### src/rtl/axi4_lite_pkg.sv
// Shared AXI4-Lite types: response codes, master FSM states, default protection.
// Purely declarative, no latency.
// No flow control of its own.
package axi4_lite_pkg;

  localparam logic [1:0] RESP_OKAY   = 2'b00;
  localparam logic [1:0] RESP_EXOKAY = 2'b01;
  localparam logic [1:0] RESP_SLVERR = 2'b10;
  localparam logic [1:0] RESP_DECERR = 2'b11;

  localparam logic [2:0] PROT_DEFAULT = 3'b000;

  typedef enum logic [2:0] {
    IDLE,
    WRITE,
    WRITE_RESP,
    READ_ADDR,
    READ_DATA,
    DONE
  } state_t;

  // States in which a bus transaction is outstanding and the watchdog runs.
  function automatic logic is_busy(state_t s);
    return (s == WRITE) || (s == WRITE_RESP) || (s == READ_ADDR) || (s == READ_DATA);
  endfunction

endpackage

### src/rtl/axi4_lite_master_if.sv
// Core request/response port plus the AXI4-Lite master channels.
// Wires only, no latency.
// valid/ready handshakes on every channel.
interface axi4_lite_master_if #(
  parameter int ADDR_WIDTH = 32,
  parameter int DATA_WIDTH = 32
);
  // core side
  logic                    req_valid;
  logic                    req_write;
  logic [ADDR_WIDTH-1:0]   req_addr;
  logic [DATA_WIDTH-1:0]   req_wdata;
  logic [DATA_WIDTH/8-1:0] req_wstrb;
  logic                    req_ready;
  logic                    rsp_valid;
  logic [DATA_WIDTH-1:0]   rsp_rdata;
  logic [1:0]              rsp_resp;
  logic                    rsp_timeout;
  // AXI4-Lite side
  logic                    m_AWVALID;
  logic [2:0]              m_AWPROT;
  logic [ADDR_WIDTH-1:0]   m_AWADDR;
  logic                    m_AWREADY;
  logic                    m_WVALID;
  logic [DATA_WIDTH-1:0]   m_WDATA;
  logic [DATA_WIDTH/8-1:0] m_WSTRB;
  logic                    m_WREADY;
  logic                    m_BVALID;
  logic [1:0]              m_BRESP;
  logic                    m_BREADY;
  logic                    m_ARVALID;
  logic [2:0]              m_ARPROT;
  logic [ADDR_WIDTH-1:0]   m_ARADDR;
  logic                    m_ARREADY;
  logic                    m_RVALID;
  logic [DATA_WIDTH-1:0]   m_RDATA;
  logic [1:0]              m_RRESP;
  logic                    m_RREADY;

  // View of the initiator block itself.
  modport master (
    input  req_valid, req_write, req_addr, req_wdata, req_wstrb,
    output req_ready, rsp_valid, rsp_rdata, rsp_resp, rsp_timeout,
    output m_AWVALID, m_AWPROT, m_AWADDR, input m_AWREADY,
    output m_WVALID, m_WDATA, m_WSTRB, input m_WREADY,
    input  m_BVALID, m_BRESP, output m_BREADY,
    output m_ARVALID, m_ARPROT, m_ARADDR, input m_ARREADY,
    input  m_RVALID, m_RDATA, m_RRESP, output m_RREADY
  );

  // View of the core requester plus the AXI target.
  modport slave (
    output req_valid, req_write, req_addr, req_wdata, req_wstrb,
    input  req_ready, rsp_valid, rsp_rdata, rsp_resp, rsp_timeout,
    input  m_AWVALID, m_AWPROT, m_AWADDR, output m_AWREADY,
    input  m_WVALID, m_WDATA, m_WSTRB, output m_WREADY,
    output m_BVALID, m_BRESP, input m_BREADY,
    input  m_ARVALID, m_ARPROT, m_ARADDR, output m_ARREADY,
    output m_RVALID, m_RDATA, m_RRESP, input m_RREADY
  );
endinterface

### src/rtl/axi4_lite_timeout.sv
// Transaction watchdog: expire_o pulses on the enabled cycle that brings the count to TIMEOUT_CYCLES.
// Combinational expire from a registered count; clear takes priority over enable.
// No flow control; TIMEOUT_CYCLES=0 never expires.
module axi4_lite_timeout #(
  parameter int TIMEOUT_CYCLES = 1024
) (
  input  logic iCLK,
  input  logic iRST,
  input  logic clr_i,
  input  logic en_i,
  output logic expire_o
);

  localparam int CW     = (TIMEOUT_CYCLES < 2) ? 1 : $clog2(TIMEOUT_CYCLES + 1);
  localparam int LAST_I = (TIMEOUT_CYCLES > 0) ? TIMEOUT_CYCLES - 1 : 0;
  localparam logic [CW-1:0] LAST = LAST_I[CW-1:0];

  logic [CW-1:0] cnt_q, cnt_d;

  // Next count: clear on acceptance, otherwise count busy cycles.
  always_comb begin
    cnt_d = cnt_q;
    if (clr_i)     cnt_d = '0;
    else if (en_i) cnt_d = cnt_q + 1'b1;
  end

  // Count register.
  always_ff @(posedge iCLK or negedge iRST) begin
    if (!iRST) cnt_q <= '0;
    else       cnt_q <= cnt_d;
  end

  assign expire_o = (TIMEOUT_CYCLES != 0) && en_i && (cnt_q == LAST);

endmodule

### src/rtl/axi4_lite_master.sv
// Single-outstanding AXI4-Lite initiator bridging a core request/response port to AXI.
// Zero-wait target: accept cycle 0, address/data cycle 1, B or R cycle 2, rsp_valid cycle 3.
// req_ready only in IDLE (not while draining a late beat); AXI valids held until ready or timeout.
module axi4_lite_master
  import axi4_lite_pkg::*;
#(
  parameter int ADDR_WIDTH     = 32,
  parameter int DATA_WIDTH     = 32,
  parameter int TIMEOUT_CYCLES = 1024
) (
  input  logic iCLK,
  input  logic iRST,
  axi4_lite_master_if.master bus
);

  localparam int STRB_WIDTH = DATA_WIDTH / 8;

  state_t                  state_q, state_d;
  logic                    run_q;
  logic                    aw_done_q, aw_done_d, w_done_q, w_done_d;
  logic                    drain_q, drain_d;
  logic [ADDR_WIDTH-1:0]   addr_q, addr_d;
  logic [DATA_WIDTH-1:0]   wdata_q, wdata_d, rdata_q, rdata_d;
  logic [STRB_WIDTH-1:0]   wstrb_q, wstrb_d;
  logic [1:0]              resp_q, resp_d;
  logic                    timeout_q, timeout_d;

  logic req_rdy, aw_vld, w_vld, b_rdy, ar_vld, r_rdy, rsp_vld;
  logic aw_hs, w_hs, tmo_clr, tmo_en, tmo_expire;

  assign tmo_en = is_busy(state_q);

  axi4_lite_timeout #(.TIMEOUT_CYCLES(TIMEOUT_CYCLES)) u_timeout (
    .iCLK     (iCLK),
    .iRST     (iRST),
    .clr_i    (tmo_clr),
    .en_i     (tmo_en),
    .expire_o (tmo_expire)
  );

  // Next-state, captured-data and channel-control decode.
  always_comb begin
    state_d   = state_q;
    aw_done_d = aw_done_q;
    w_done_d  = w_done_q;
    drain_d   = drain_q;
    addr_d    = addr_q;
    wdata_d   = wdata_q;
    wstrb_d   = wstrb_q;
    rdata_d   = rdata_q;
    resp_d    = resp_q;
    timeout_d = timeout_q;
    req_rdy   = 1'b0;
    aw_vld    = 1'b0;
    w_vld     = 1'b0;
    b_rdy     = 1'b0;
    ar_vld    = 1'b0;
    r_rdy     = 1'b0;
    rsp_vld   = 1'b0;
    aw_hs     = 1'b0;
    w_hs      = 1'b0;
    tmo_clr   = 1'b0;
    case (state_q)
      IDLE: begin
        // A beat left over from a timed-out transaction is swallowed here.
        req_rdy = run_q && !drain_q;
        b_rdy   = drain_q;
        r_rdy   = drain_q;
        if (drain_q && (bus.m_BVALID || bus.m_RVALID)) drain_d = 1'b0;
        if (bus.req_valid && req_rdy) begin
          addr_d    = bus.req_addr;
          wdata_d   = bus.req_wdata;
          wstrb_d   = bus.req_wstrb;
          rdata_d   = '0;
          resp_d    = RESP_OKAY;
          timeout_d = 1'b0;
          aw_done_d = 1'b0;
          w_done_d  = 1'b0;
          tmo_clr   = 1'b1;
          state_d   = bus.req_write ? WRITE : READ_ADDR;
        end
      end
      WRITE: begin
        aw_vld    = !aw_done_q;
        w_vld     = !w_done_q;
        aw_hs     = aw_vld && bus.m_AWREADY;
        w_hs      = w_vld && bus.m_WREADY;
        aw_done_d = aw_done_q || aw_hs;
        w_done_d  = w_done_q || w_hs;
        if (aw_done_d && w_done_d) begin
          state_d = WRITE_RESP;
        end else if (tmo_expire) begin
          state_d   = DONE;
          resp_d    = RESP_SLVERR;
          timeout_d = 1'b1;
        end
      end
      WRITE_RESP: begin
        b_rdy = 1'b1;
        if (bus.m_BVALID) begin
          resp_d  = bus.m_BRESP;
          state_d = DONE;
        end else if (tmo_expire) begin
          state_d   = DONE;
          resp_d    = RESP_SLVERR;
          timeout_d = 1'b1;
          drain_d   = 1'b1;
        end
      end
      READ_ADDR: begin
        ar_vld = 1'b1;
        if (bus.m_ARREADY) begin
          state_d = READ_DATA;
        end else if (tmo_expire) begin
          state_d   = DONE;
          resp_d    = RESP_SLVERR;
          timeout_d = 1'b1;
        end
      end
      READ_DATA: begin
        r_rdy = 1'b1;
        if (bus.m_RVALID) begin
          rdata_d = bus.m_RDATA;
          resp_d  = bus.m_RRESP;
          state_d = DONE;
        end else if (tmo_expire) begin
          state_d   = DONE;
          resp_d    = RESP_SLVERR;
          timeout_d = 1'b1;
          drain_d   = 1'b1;
        end
      end
      DONE: begin
        rsp_vld = 1'b1;
        state_d = IDLE;
      end
      default: state_d = IDLE;
    endcase
  end

  // State and datapath registers; run_q keeps req_ready low while in reset.
  always_ff @(posedge iCLK or negedge iRST) begin
    if (!iRST) begin
      state_q   <= IDLE;
      run_q     <= 1'b0;
      aw_done_q <= 1'b0;
      w_done_q  <= 1'b0;
      drain_q   <= 1'b0;
      addr_q    <= '0;
      wdata_q   <= '0;
      wstrb_q   <= '0;
      rdata_q   <= '0;
      resp_q    <= '0;
      timeout_q <= 1'b0;
    end else begin
      state_q   <= state_d;
      run_q     <= 1'b1;
      aw_done_q <= aw_done_d;
      w_done_q  <= w_done_d;
      drain_q   <= drain_d;
      addr_q    <= addr_d;
      wdata_q   <= wdata_d;
      wstrb_q   <= wstrb_d;
      rdata_q   <= rdata_d;
      resp_q    <= resp_d;
      timeout_q <= timeout_d;
    end
  end

  assign bus.req_ready   = req_rdy;
  assign bus.rsp_valid   = rsp_vld;
  assign bus.rsp_rdata   = rdata_q;
  assign bus.rsp_resp    = resp_q;
  assign bus.rsp_timeout = timeout_q;
  assign bus.m_AWVALID   = aw_vld;
  assign bus.m_AWPROT    = PROT_DEFAULT;
  assign bus.m_AWADDR    = addr_q;
  assign bus.m_WVALID    = w_vld;
  assign bus.m_WDATA     = wdata_q;
  assign bus.m_WSTRB     = wstrb_q;
  assign bus.m_BREADY    = b_rdy;
  assign bus.m_ARVALID   = ar_vld;
  assign bus.m_ARPROT    = PROT_DEFAULT;
  assign bus.m_ARADDR    = addr_q;
  assign bus.m_RREADY    = r_rdy;

endmodule

### src/flat_wrapper.sv
// flat-port wrapper written by rule: the top's interface ports become plain ports
module axi4_lite_master_flat import axi4_lite_pkg::*;
#(
  parameter int ADDR_WIDTH     = 32,
  parameter int DATA_WIDTH     = 32,
  parameter int TIMEOUT_CYCLES = 1024
)
  (iCLK, iRST, bus_req_valid, bus_req_write, bus_req_addr, bus_req_wdata, bus_req_wstrb, bus_req_ready, bus_rsp_valid, bus_rsp_rdata, bus_rsp_resp, bus_rsp_timeout, bus_m_AWVALID, bus_m_AWPROT, bus_m_AWADDR, bus_m_AWREADY, bus_m_WVALID, bus_m_WDATA, bus_m_WSTRB, bus_m_WREADY, bus_m_BVALID, bus_m_BRESP, bus_m_BREADY, bus_m_ARVALID, bus_m_ARPROT, bus_m_ARADDR, bus_m_ARREADY, bus_m_RVALID, bus_m_RDATA, bus_m_RRESP, bus_m_RREADY);
  axi4_lite_master_if #(.ADDR_WIDTH(ADDR_WIDTH), .DATA_WIDTH(DATA_WIDTH)) bus_i ();
  input  logic iCLK;
  input  logic iRST;
  input wire logic [$bits(bus_i.req_valid)-1:0] bus_req_valid;
  input wire logic [$bits(bus_i.req_write)-1:0] bus_req_write;
  input wire logic [$bits(bus_i.req_addr)-1:0] bus_req_addr;
  input wire logic [$bits(bus_i.req_wdata)-1:0] bus_req_wdata;
  input wire logic [$bits(bus_i.req_wstrb)-1:0] bus_req_wstrb;
  output wire logic [$bits(bus_i.req_ready)-1:0] bus_req_ready;
  output wire logic [$bits(bus_i.rsp_valid)-1:0] bus_rsp_valid;
  output wire logic [$bits(bus_i.rsp_rdata)-1:0] bus_rsp_rdata;
  output wire logic [$bits(bus_i.rsp_resp)-1:0] bus_rsp_resp;
  output wire logic [$bits(bus_i.rsp_timeout)-1:0] bus_rsp_timeout;
  output wire logic [$bits(bus_i.m_AWVALID)-1:0] bus_m_AWVALID;
  output wire logic [$bits(bus_i.m_AWPROT)-1:0] bus_m_AWPROT;
  output wire logic [$bits(bus_i.m_AWADDR)-1:0] bus_m_AWADDR;
  input wire logic [$bits(bus_i.m_AWREADY)-1:0] bus_m_AWREADY;
  output wire logic [$bits(bus_i.m_WVALID)-1:0] bus_m_WVALID;
  output wire logic [$bits(bus_i.m_WDATA)-1:0] bus_m_WDATA;
  output wire logic [$bits(bus_i.m_WSTRB)-1:0] bus_m_WSTRB;
  input wire logic [$bits(bus_i.m_WREADY)-1:0] bus_m_WREADY;
  input wire logic [$bits(bus_i.m_BVALID)-1:0] bus_m_BVALID;
  input wire logic [$bits(bus_i.m_BRESP)-1:0] bus_m_BRESP;
  output wire logic [$bits(bus_i.m_BREADY)-1:0] bus_m_BREADY;
  output wire logic [$bits(bus_i.m_ARVALID)-1:0] bus_m_ARVALID;
  output wire logic [$bits(bus_i.m_ARPROT)-1:0] bus_m_ARPROT;
  output wire logic [$bits(bus_i.m_ARADDR)-1:0] bus_m_ARADDR;
  input wire logic [$bits(bus_i.m_ARREADY)-1:0] bus_m_ARREADY;
  input wire logic [$bits(bus_i.m_RVALID)-1:0] bus_m_RVALID;
  input wire logic [$bits(bus_i.m_RDATA)-1:0] bus_m_RDATA;
  input wire logic [$bits(bus_i.m_RRESP)-1:0] bus_m_RRESP;
  output wire logic [$bits(bus_i.m_RREADY)-1:0] bus_m_RREADY;
  assign bus_i.req_valid = bus_req_valid;
  assign bus_i.req_write = bus_req_write;
  assign bus_i.req_addr = bus_req_addr;
  assign bus_i.req_wdata = bus_req_wdata;
  assign bus_i.req_wstrb = bus_req_wstrb;
  assign bus_req_ready = bus_i.req_ready;
  assign bus_rsp_valid = bus_i.rsp_valid;
  assign bus_rsp_rdata = bus_i.rsp_rdata;
  assign bus_rsp_resp = bus_i.rsp_resp;
  assign bus_rsp_timeout = bus_i.rsp_timeout;
  assign bus_m_AWVALID = bus_i.m_AWVALID;
  assign bus_m_AWPROT = bus_i.m_AWPROT;
  assign bus_m_AWADDR = bus_i.m_AWADDR;
  assign bus_i.m_AWREADY = bus_m_AWREADY;
  assign bus_m_WVALID = bus_i.m_WVALID;
  assign bus_m_WDATA = bus_i.m_WDATA;
  assign bus_m_WSTRB = bus_i.m_WSTRB;
  assign bus_i.m_WREADY = bus_m_WREADY;
  assign bus_i.m_BVALID = bus_m_BVALID;
  assign bus_i.m_BRESP = bus_m_BRESP;
  assign bus_m_BREADY = bus_i.m_BREADY;
  assign bus_m_ARVALID = bus_i.m_ARVALID;
  assign bus_m_ARPROT = bus_i.m_ARPROT;
  assign bus_m_ARADDR = bus_i.m_ARADDR;
  assign bus_i.m_ARREADY = bus_m_ARREADY;
  assign bus_i.m_RVALID = bus_m_RVALID;
  assign bus_i.m_RDATA = bus_m_RDATA;
  assign bus_i.m_RRESP = bus_m_RRESP;
  assign bus_m_RREADY = bus_i.m_RREADY;
  axi4_lite_master #(.ADDR_WIDTH(ADDR_WIDTH), .DATA_WIDTH(DATA_WIDTH), .TIMEOUT_CYCLES(TIMEOUT_CYCLES)) u_core (.iCLK(iCLK), .iRST(iRST), .bus(bus_i));
endmodule
### config.mk
export PLATFORM = sky130hd
export DESIGN_NAME = axi4_lite_master_flat
export DESIGN_NICKNAME = d
export VERILOG_FILES = /design/src/rtl/axi4_lite_pkg.sv /design/src/rtl/axi4_lite_master_if.sv /design/src/rtl/axi4_lite_timeout.sv /design/src/rtl/axi4_lite_master.sv /design/src/flat_wrapper.sv
export SDC_FILE = /design/constraint.sdc
export NUM_CORES = 1
export LEC_CHECK = 0
export CAP_MARGIN = 25
export CELL_PAD_IN_SITES_DETAIL_PLACEMENT = 0
export CELL_PAD_IN_SITES_GLOBAL_PLACEMENT = 2
export CORE_MARGIN = 10
export CORE_UTILIZATION = 22
export DETAILED_ROUTE_END_ITERATION = 7
export PLACE_DENSITY_LB_ADDON = 0.1
export SETUP_SLACK_MARGIN = 0.5
export SYNTH_ARGS = -nofsm -noshare
export SYNTH_HDL_FRONTEND = slang
export SYNTH_HIERARCHICAL = 1
export SYNTH_SLANG_ARGS = --single-unit
### constraint.sdc
create_clock -name iCLK -period 2.5 [get_ports iCLK]
set_input_delay 0.5 -clock iCLK [delete_from_list [all_inputs] [get_ports iCLK]]
set_output_delay 0.5 -clock iCLK [all_outputs]
set_load 0.03 [all_outputs]
# Yosys cells after proc, flatten, opt, wreduce, memory -nomap -nowiden
# Cells that the tools add are included.
# word_totals
reg_bits,121
word_cells,97
in_bits,113
output_inout_bits,148
# classes
add_sub_neg,1
eq_ne,13
reduce_logical,28
mux,43
# ops
operator,n
32-bit two-way mux,2
32-bit one-hot mux with 2 select lines,1
11-bit two-way mux,2
3-bit two-way mux,6
1-bit two-way mux,17
3-bit one-hot mux with 5 select lines,1
2-bit two-way mux,7
11-bit by 1-bit adder with 11-bit output (second input constant),1
11-bit by 10-bit == test with 1-bit output (second input constant),1
2-bit inequality test (second input constant),5
2-bit one-hot mux with 5 select lines,1
1-bit one-hot mux with 2 select lines,4
4-bit AND reduction,2
1-bit logical AND,7
3-bit by 2-bit == test with 1-bit output (second input constant),2
3-bit == test (second input constant),2
1-bit logical OR,6
6-bit AND reduction,1
2-bit nonzero test,3
1-bit one-hot mux with 5 select lines,1
5-bit nonzero test,1
2-bit by 1-bit inequality test with 1-bit output (second input constant),2
2-bit AND reduction,2
3-bit by 1-bit == test with 1-bit output (second input constant),1
other kinds (5),7

# Logic depth before layout (Yosys ltp)
# Gate-level depths: netlist of the first run.
# logic_depth
word_depth,8
ltp_mapped,10
ltp_nobuf,7

# Modules after synthesis
# Netlist of the first run, hierarchy kept.
# by_module_without_submodules
mod,seq_area_each_um2,area_per_inst_um2,n_inst,cells_each
axi4_lite_master,2752.6,4839.6,1,409
axi4_lite_timeout,275.3,568.0,1,56

# Least setup slack after synthesis of the first run
# No wires, ideal clock.
# synth_timing
path_kind,reg2reg
start,register u_core.state_q[0]
end,register u_core.resp_q[0] (netlist: u_core/bus.rsp_resp[0])
stages_incl_launch_ff,10
path_buffers,3
setup_time_ps,126
required_ps,2374
arrival_ps,2436
synth_period_minus_slack_ps,2562
setup_slack_ps,-62
cell_sequence,dfrtp_1 > buf_2 > clkbuf_1 > o21ai_0 > nor2b_1 > buf_2 > nand4_1 > nor4_1 > o31ai_1 > a221o_1
# synth_between
elab_chain_len,8
elab_cells_between_ends,20
cone_classes,eq/ne: 7; mux: 6; reduce/logical: 7
# synth_lines
item,line,text
from (decl),axi4_lite_master.sv:18,"state_t state_q, state_d;"
from (signal assigned),axi4_lite_master.sv:156,state_q <= state_d;
3-bit by 1-bit == test with 1-bit output or 3-bit by 2-bit == test with 1-bit output (tied branches),axi4_lite_pkg.sv:24,return (s == WRITE) || (s == WRITE_RESP) || (s == READ_ADDR) || (s == READ_DATA);
1-bit logical OR (2 in series),axi4_lite_pkg.sv:24,
1-bit logical OR (*),axi4_lite_pkg.sv:24,
via u_core.tmo_en,axi4_lite_master.sv:29,"logic aw_hs, w_hs, tmo_clr, tmo_en, tmo_expire;"
1-bit logical AND (*),axi4_lite_timeout.sv:33,assign expire_o = (TIMEOUT_CYCLES != 0) && en_i && (cnt_q == LAST);
via u_core.tmo_expire,axi4_lite_master.sv:29,
2-bit two-way mux (*),n/a,
2-bit two-way mux (on tied branches),n/a,
2-bit one-hot mux with 5 select lines (*),axi4_lite_master.sv:63,case (state_q)
to (signal assigned),axi4_lite_master.sv:165,resp_q <= resp_d;
to (decl),axi4_lite_master.sv:25,"logic [1:0] resp_q, resp_d;"
# Mark *: on every way through the listed nets, which the timed path passes. The rest lies on a longest branch. The select of a mux whose other input is x is not followed.
# A chain may end at the register's enable or synchronous reset.

# Final worst setup path of the first run
# layout_timing
start,register u_core.state_q[0]
end,output port bus_req_ready
# layout_between
elab_chain_len,2
# layout_lines
item,line,text
3-bit zero test,axi4_lite_master.sv:63,
1-bit two-way mux,axi4_lite_master.sv:63,
to (decl),flat_wrapper.sv:17,output wire logic [$bits(bus_i.req_ready)-1:0] bus_req_ready;
# Every way passes these cells.

==> metrics.md, run 1 <==
| Metric | Value |
|---|---|
| Status | finished clean |
| CTS Hold Bufs | 0 |
| Critical path's largest stage delay | 0.47 ns |
| Setup_tns | 0 ns |
| Final std cells w/o fill | 1,059 |
| Routed Wire Length | approximately 19 mm |
| CP Cell Sequence | nor3_4, and3b_1, buf_6 |
| Most frequent cells in the layout | clkdlybuf4s50_1 (157), dfrtp_1 (118), nand2_1 (70), mux2_2 (69), dlymetal6s2s_1 (57) |
| Kind of critical path | reg2out |
| Max VDD drop | 536 uV |
| Final GP Congestion | 0.733 |
| Initial antenna violation count | 1 |
| Total GRT Usage | 0.114 |
| Adder-cell share of the synthesized area | 0.00231 |
| # placed instances | ~1,000 |
| Synth top area share | 0.560 |
| Yosys warns | 6 |
| Wirelength per Cell | about 18 um |
| Mux contribution to synthesized area | 0.146 |
| Pint | slightly above 7 mW |
| Maximum buffer depth of the clock tree | 2 |
| Largest family of logic cells by synthesized area | multiplexers |
| Num rows | 57 |
| Max cap viols | 0 |
| Sw frac | 0.425 |
| Root buffer cell | clkbuf_16 |
| Highest net fanout along the worst path | 5 |
| Main area contributors after synthesis | dfrtp_1 (56%), mux2_2 (14%), buf_4 (5.7%), nand2_1 (4.9%), o21ai_0 (2.6%) |
| DRC Markers | 0 |
| Fill count | 2,401 |
| # diodes | 0 |
| Area of the multi-input gates | around 0.0021 mm2 |
| Fin. Hold Viols | 0 |
| Required time of the critical path | approximately 2 ns |
| Core outline area | ~0.024 mm2 |
| # port buffers | 254 |
| Iter 0 DRT Violations | between 100 and 150 |
| Mapped cell area | ~0.0054 mm2 |
| Largest net degree at the start of global routing | 53 |
| Area growth from synthesis to layout | 71.7% |
| Compound-Gate Fraction of Synth Area | 0.0835 |
| Cell taking the most area after synthesis | dfrtp_1 |
| Finished Cell Area | around 0.0093 mm2 |
| First-pass GRT wire length | ~28 mm |
| Flops & latches, synth | ~120 |
| Most common cell after layout, fill and taps aside | clkdlybuf4s50_1 |
| Dpl hpwl | around 14 mm |
| Count of flip-flops with a built-in enable after synthesis | 0 |
| Critical path arrival | 1.49 ns |
| Period utilisation layout | 0.796 |
| 1st-pass router iterations | 4 |
| Synth Flop Type | dfrtp_1 |
| Sequential-to-total area share from yosys stat | 0.560 |
| Buf/Inv on CP | 1 |
| Asr flop ratio synth | 1.00 |
| Max frequency | slightly above 500 MHz |
| LEAKAGE | ~4.4 nW |
| Worst hold path type | in2async |
| Synth Area in Simple Gates | 0.113 |
| Chip height | 177 um |
| Sequential share of power | 0.269 |
| Layout Skew | about 0.013 ns |
| Reg area | around 0.003 mm2 |
| CP startpoint kind | flop |
| Pins Over Slew Limit | 0 |
| Clk slew on worst S/H paths | approximately 0.060 ns |
| Number of global-route vias before repair | around 4,500 |
| DR vias | around 4,300 |
| GRT overflow | 0 |
| CP endpoint kind | output port |
| Clk network pwr share | 0.208 |
| Layout cell share with drive strength beyond 1 | 0.244 |
| Starting Density | 0.223 |
| TritonCTS clock tree | yes |
| H-tree Lvls | 4 |
| Post-DRT Antenna Nets | 0 |
| Post-synthesis xor/xnor area fraction | 0.00648 |
| Final min period | slightly below 2 ns |
| IO Count | 261 |
| Worst-Skew Late Latency | 0.41 ns |
| Final nets | 836 |
| Synth Instances | 465 |
| RSZ-0062 raised after global routing | yes |
| Unique masters post-synth | 49 |
| CTS buffer count | 17 |
| Switching pwr | roughly 5.2 mW |
| Placed Area | ~0.0082 mm2 |
| Power Density | ~1300 mW/mm2 |
| Via density | 4.10 |
| Die area | around 0.031 mm2 |
| Die X-Extent | about 180 um |
| Average cell area after synthesis | approximately 12 um2 |
| Clk sinks | between 100 and 150 |
| Critical-path cell with the highest stage delay | dfrtp_2 |
| Comb pwr share | 0.523 |
| CP delay by family, top | flip-flops |
| Setup violators final | 0 |
[Yosys cell counts, drive strengths merged (4+ instances only)]
cell type	instances
a21oi	15
and3	5
buf	56
clkbuf	6
dfrtp	121
mux2	69
nand2	71
nor2	21
nor2b	4
nor3	6
o21ai	40
o31ai	4
[flip-flops by register name, indices dropped and copies added, names as in the netlist]
register,cells
u_core/aw_done_q,1
u_core/bus.m_ARADDR,32
u_core/bus.m_WDATA,32
u_core/bus.m_WSTRB,4
u_core/bus.rsp_rdata,32
u_core/bus.rsp_resp,2
u_core/bus.rsp_timeout,1
u_core/drain_q,1
u_core/run_q,1
u_core/state_q,3
u_core/u_timeout/cnt_q,11
u_core/w_done_q,1
[routing by layer]
layer,track usage,part of all wire
met1,0.139,0.44
met2,0.182,0.47
met3,0.0435,0.079
met4,0.0336,0.0086
met5,0,0.00068
[power groups by stage]
stage          registers, mW  clock network (mW)  logic (mW)
6_report                3.31                2.56        6.44
4_1_cts                 3.33                2.67        6.41
2_1_floorplan           4.73                   0        2.53
3_3_place_gp            3.33                   0        6.42
5_1_grt                 3.43                2.76        6.81
3_5_place_dp            3.37                   0        6.43
[repair_timing]
| item | 4_1_cts | 5_1_grt |
|---|---|---|
| resized for setup | 83 | 82 |
| buffers inserted | 12 | 6 |
| gates cloned | 0 | 5 |
| setup endpoints to repair | 140 | 169 |
| pin swaps | 7 | 11 |
[path summary, 6_finish.rpt]
path | depth (start not counted) | startpoint | to | slack [ns]
setup reg to reg | 6 | u_core/state_q[0] | u_core/u_timeout/cnt_q[7] | 0.55
hold / removal | 1 | iRST | u_core/bus.m_ARADDR[0] | 0.03
hold reg to reg | 2 | u_core/bus.rsp_rdata[30] | u_core/bus.rsp_rdata[30] | 0.48
setup / recovery | 3 | u_core/state_q[0] | bus_req_ready | 0.51
min in group iCLK | 2 | u_core/bus.rsp_rdata[30] | u_core/bus.rsp_rdata[30] | 0.48
max in group asynchronous | 2 | iRST | u_core/bus.m_ARADDR[8] | 1.76
[logic make-up after synthesis]
kind of cell / after synthesis
AOI/OAI and AO/OA: 75
xor gates and xnor gates: 4
adders and majority gates: 1
buffers and inverters: 65
DFF: 121
muxes: 70
other: 2
and+or+nand+nor: 127
[cell type report]
class | count | area share
Tap cell | 324 | 0.0436
Sequential cell | 121 | 0.326
Clock inverter | 13 | 0.0168
Clock buffer | 19 | 0.0488
Timing Repair Buffer | 294 | 0.339
Inverter | 3 | 0.00121
Multi-Input combinational cell | 285 | 0.224
[stage by stage]
| step | setup slack (ns) | power [mW] | hold slack [ns] | utilization |
|---|---|---|---|---|
| CTS | 0.461 | 12.4 | 0.0492 | 0.367 |
| global placement | 0.0853 | 9.75 | 0.461 | 0.337 |
| finish | 0.511 | 12.3 | 0.0280 | 0.383 |
| floorplan | 0.454 | 7.26 | 0.204 | - |
| global route | 0.438 | 13.0 | 0.0583 | 0.383 |
| detailed placement | 0.000758 | 9.80 | 0.472 | 0.337 |
Note: power is estimated with default switching activity, not from simulation.
==> run 2, diff against run 1 <==
==> constraint.sdc (replaced) <==
create_clock -name iCLK -period 1.7 [get_ports iCLK]
set_input_delay 0.34 -clock iCLK [delete_from_list [all_inputs] [get_ports iCLK]]
set_output_delay 0.34 -clock iCLK [all_outputs]
set_load 0.03 [all_outputs]
==> run 2 against run 1 <==
Net effect: the run now ends with negative setup slack left; via count up 13%; non-clock buffer count is 123 higher; utilization increased by 7.9 points; global-route usage grew 2.0 points; sequential power grew 56%; worst setup slack worse by 0.85 ns; combinational power grew 110%; die area stayed put; count of clock-buffer cells in the layout decreased by 2; register-to-register slack got worse by 0.87 ns; critical path type unchanged; critical endpoint unchanged; highest routed layer is now met4.
==> metrics.md, run 2 (synthesized netlist as in run 1, its figures left out) <==
| Metric | Value |
|---|---|
| Worst Hold Path EP | u_core/bus.rsp_rdata[21] |
| Die X-Extent | approximately 180 um |
| Required time of the critical path | about 1.4 ns |
| H-tree Lvls | 4 |
| Hold path cells | 3 |
| Routed Wire Length | between 20 and 25 mm |
| CTS buffer count | 17 |
| Final nets | 958 |
| Dpl hpwl | between 10 and 15 mm |
| Chip height | between 150 and 200 um |
| Most common cell after layout, fill and taps aside | buf_6 |
| 1st-pass router iterations | 4 |
| # diodes | 0 |
| Clk slew on worst S/H paths | approximately 0.06 ns |
| CP startpoint kind | flop |
| Hold Crit Start | bus_m_RDATA[21] |
| Worst hold path type | in2reg |
| First-pass GRT wire length | roughly 32 mm |
| Layout cell share with drive strength beyond 1 | 0.582 |
| Wirelength per Cell | 18.8 um |
| Fin. Hold Viols | 0 |
| # port buffers | 254 |
| RSZ-0062 raised after global routing | yes |
| Highest net fanout along the worst path | 3 |
| Max frequency | between 400 and 500 MHz |
| Layout Skew | about 0.0083 ns |
| Most frequent cells in the layout | buf_6 (161), dfrtp_1 (118), clkdlybuf4s50_1 (111), buf_4 (108), mux2_4 (68) |
| DR vias | between 4,000 and 5,000 |
| Status | complete, but fails checks |
| R2r startpoint | u_core/state_q[1] |
| TritonCTS clock tree | yes |
| Total power | 22.3 mW |
| Starting Density | 0.223 |
| Reg2Reg Depth | 9 |
| Power Density | just under 2000 mW/mm2 |
| Clk sinks | 121 |
| Max VDD drop | between 900 and 1000 uV |
| Period utilisation layout | 1.20 |
| Via density | about 4.2 |
| Worst-Skew Late Latency | 0.42 ns |
| Final GP Congestion | between 0.7 and 0.8 |
| Number of global-route vias before repair | 5,123 |
| Setup violators final | between 100 and 150 |
| Post-DRT Antenna Nets | 0 |
| GRT overflow | 0 |
| Iter 0 DRT Violations | roughly 180 |
| Post-route setup slack | -0.338 ns |
| LEAKAGE | between 5 and 6 nW |
| Num rows | 57 |
| Largest net degree at the start of global routing | 70 |
| Post-layout util | 0.462 |
| Kind of critical path | reg2out |
| DRC Markers | 0 |
| Total GRT Usage | 0.134 |
| IO Count | 261 |
| Max cap viols | 0 |
| Pins Over Slew Limit | 0 |
| R2R Path End | u_core/bus.m_WDATA[7] |
| Critical path arrival | between 1.5 and 2 ns |
| Area growth from synthesis to layout | 107% |
| Root buffer cell | clkbuf_16 |
| Final min period | about 2 ns |
| Failing checks | negative setup slack |
| Worst R2R Setup Slack | -0.32 ns |
| Die area | 0.0313 mm2 |
| Maximum buffer depth of the clock tree | 2 |
| Fill count | between 2,000 and 2,500 |
| Initial antenna violation count | 0 |
| CP endpoint kind | output port |
| Core outline area | ~0.024 mm2 |
-- run 2: timing repair --
item	in CTS	in global routing
endpoints found under the setup margin	262	262
cloned	11	4
pin swaps	15	39
resized for setup	1026	123
hold buffers	1	0
hold endpoints to repair	121	0
setup buffers	52	47
-- run 2: layer usage --
metal  vias up  wire length, um  GRT usage
met5         -                0          0
met4         0              214     0.0375
met3        13             1370     0.0399
met2       164            11300      0.227
met1      2413             9340      0.160
li1       2323                -          -
-- run 2: stage by stage --
step | cell area, um2 | hold WS (ns) | setup WS [ns] | instances | setup TNS (ns)
floorplan | 5640 | 0.0444 | -0.346 | 470 | -2.96
global placement | 8500 | 0.381 | -0.490 | 1034 | -49.27
detailed placement | 8500 | 0.381 | -0.487 | 1034 | -50.97
CTS | 10300 | 0.439 | -0.314 | 1130 | -27.60
global route | 11200 | 0.451 | -0.426 | 1181 | -43.79
finish | 11200 | 0.468 | -0.338 | 1181 | -32.02
-- run 2: layout make-up --
cell class / count / area (um2) / share of cell area
repair buffers: 417 / 4550 / 0.406
flip-flops and latches: 121 / 3030 / 0.270
multi-input cells: 284 / 2620 / 0.233
clock buffers: 17 / 425 / 0.0380
well taps: 324 / 405 / 0.0362
clock inverters: 15 / 163 / 0.0145
inverters: 3 / 13.8 / 0.00123
-- run 2: critical path: stages (launching register included) --
cell and delay (ns):
dfrtp_2 0.43, buf_6 0.12, nor3_4 0.19, buf_4 0.15, buf_6 0.08, and3b_2 0.20, buf_12 0.12
-- run 2: report_power, final --
group          switching, mW  internal (mW)  total (mW)
Combinational           6.42           7.03        13.4
Clock                   1.46           2.18        3.65
Sequential              1.09           4.08        5.16
-- run 2: worst max-delay path by stage --
| stage | start | end | slack (ns) | cells after the start |
|---|---|---|---|---|
| floorplan | u_core/state_q[0] | u_core/bus.rsp_resp[0] | -0.35 | 9 |
| global placement | bus_req_valid | u_core/u_timeout/cnt_q[9] | -0.49 | 6 |
| detailed placement | bus_req_valid | u_core/bus.rsp_rdata[10] | -0.49 | 8 |
| CTS | u_core/state_q[1] | u_core/state_q[0] | -0.31 | 8 |
| global route | u_core/state_q[2] | u_core/state_q[0] | -0.43 | 10 |
| finish | u_core/state_q[1] | bus_req_ready | -0.34 | 6 |
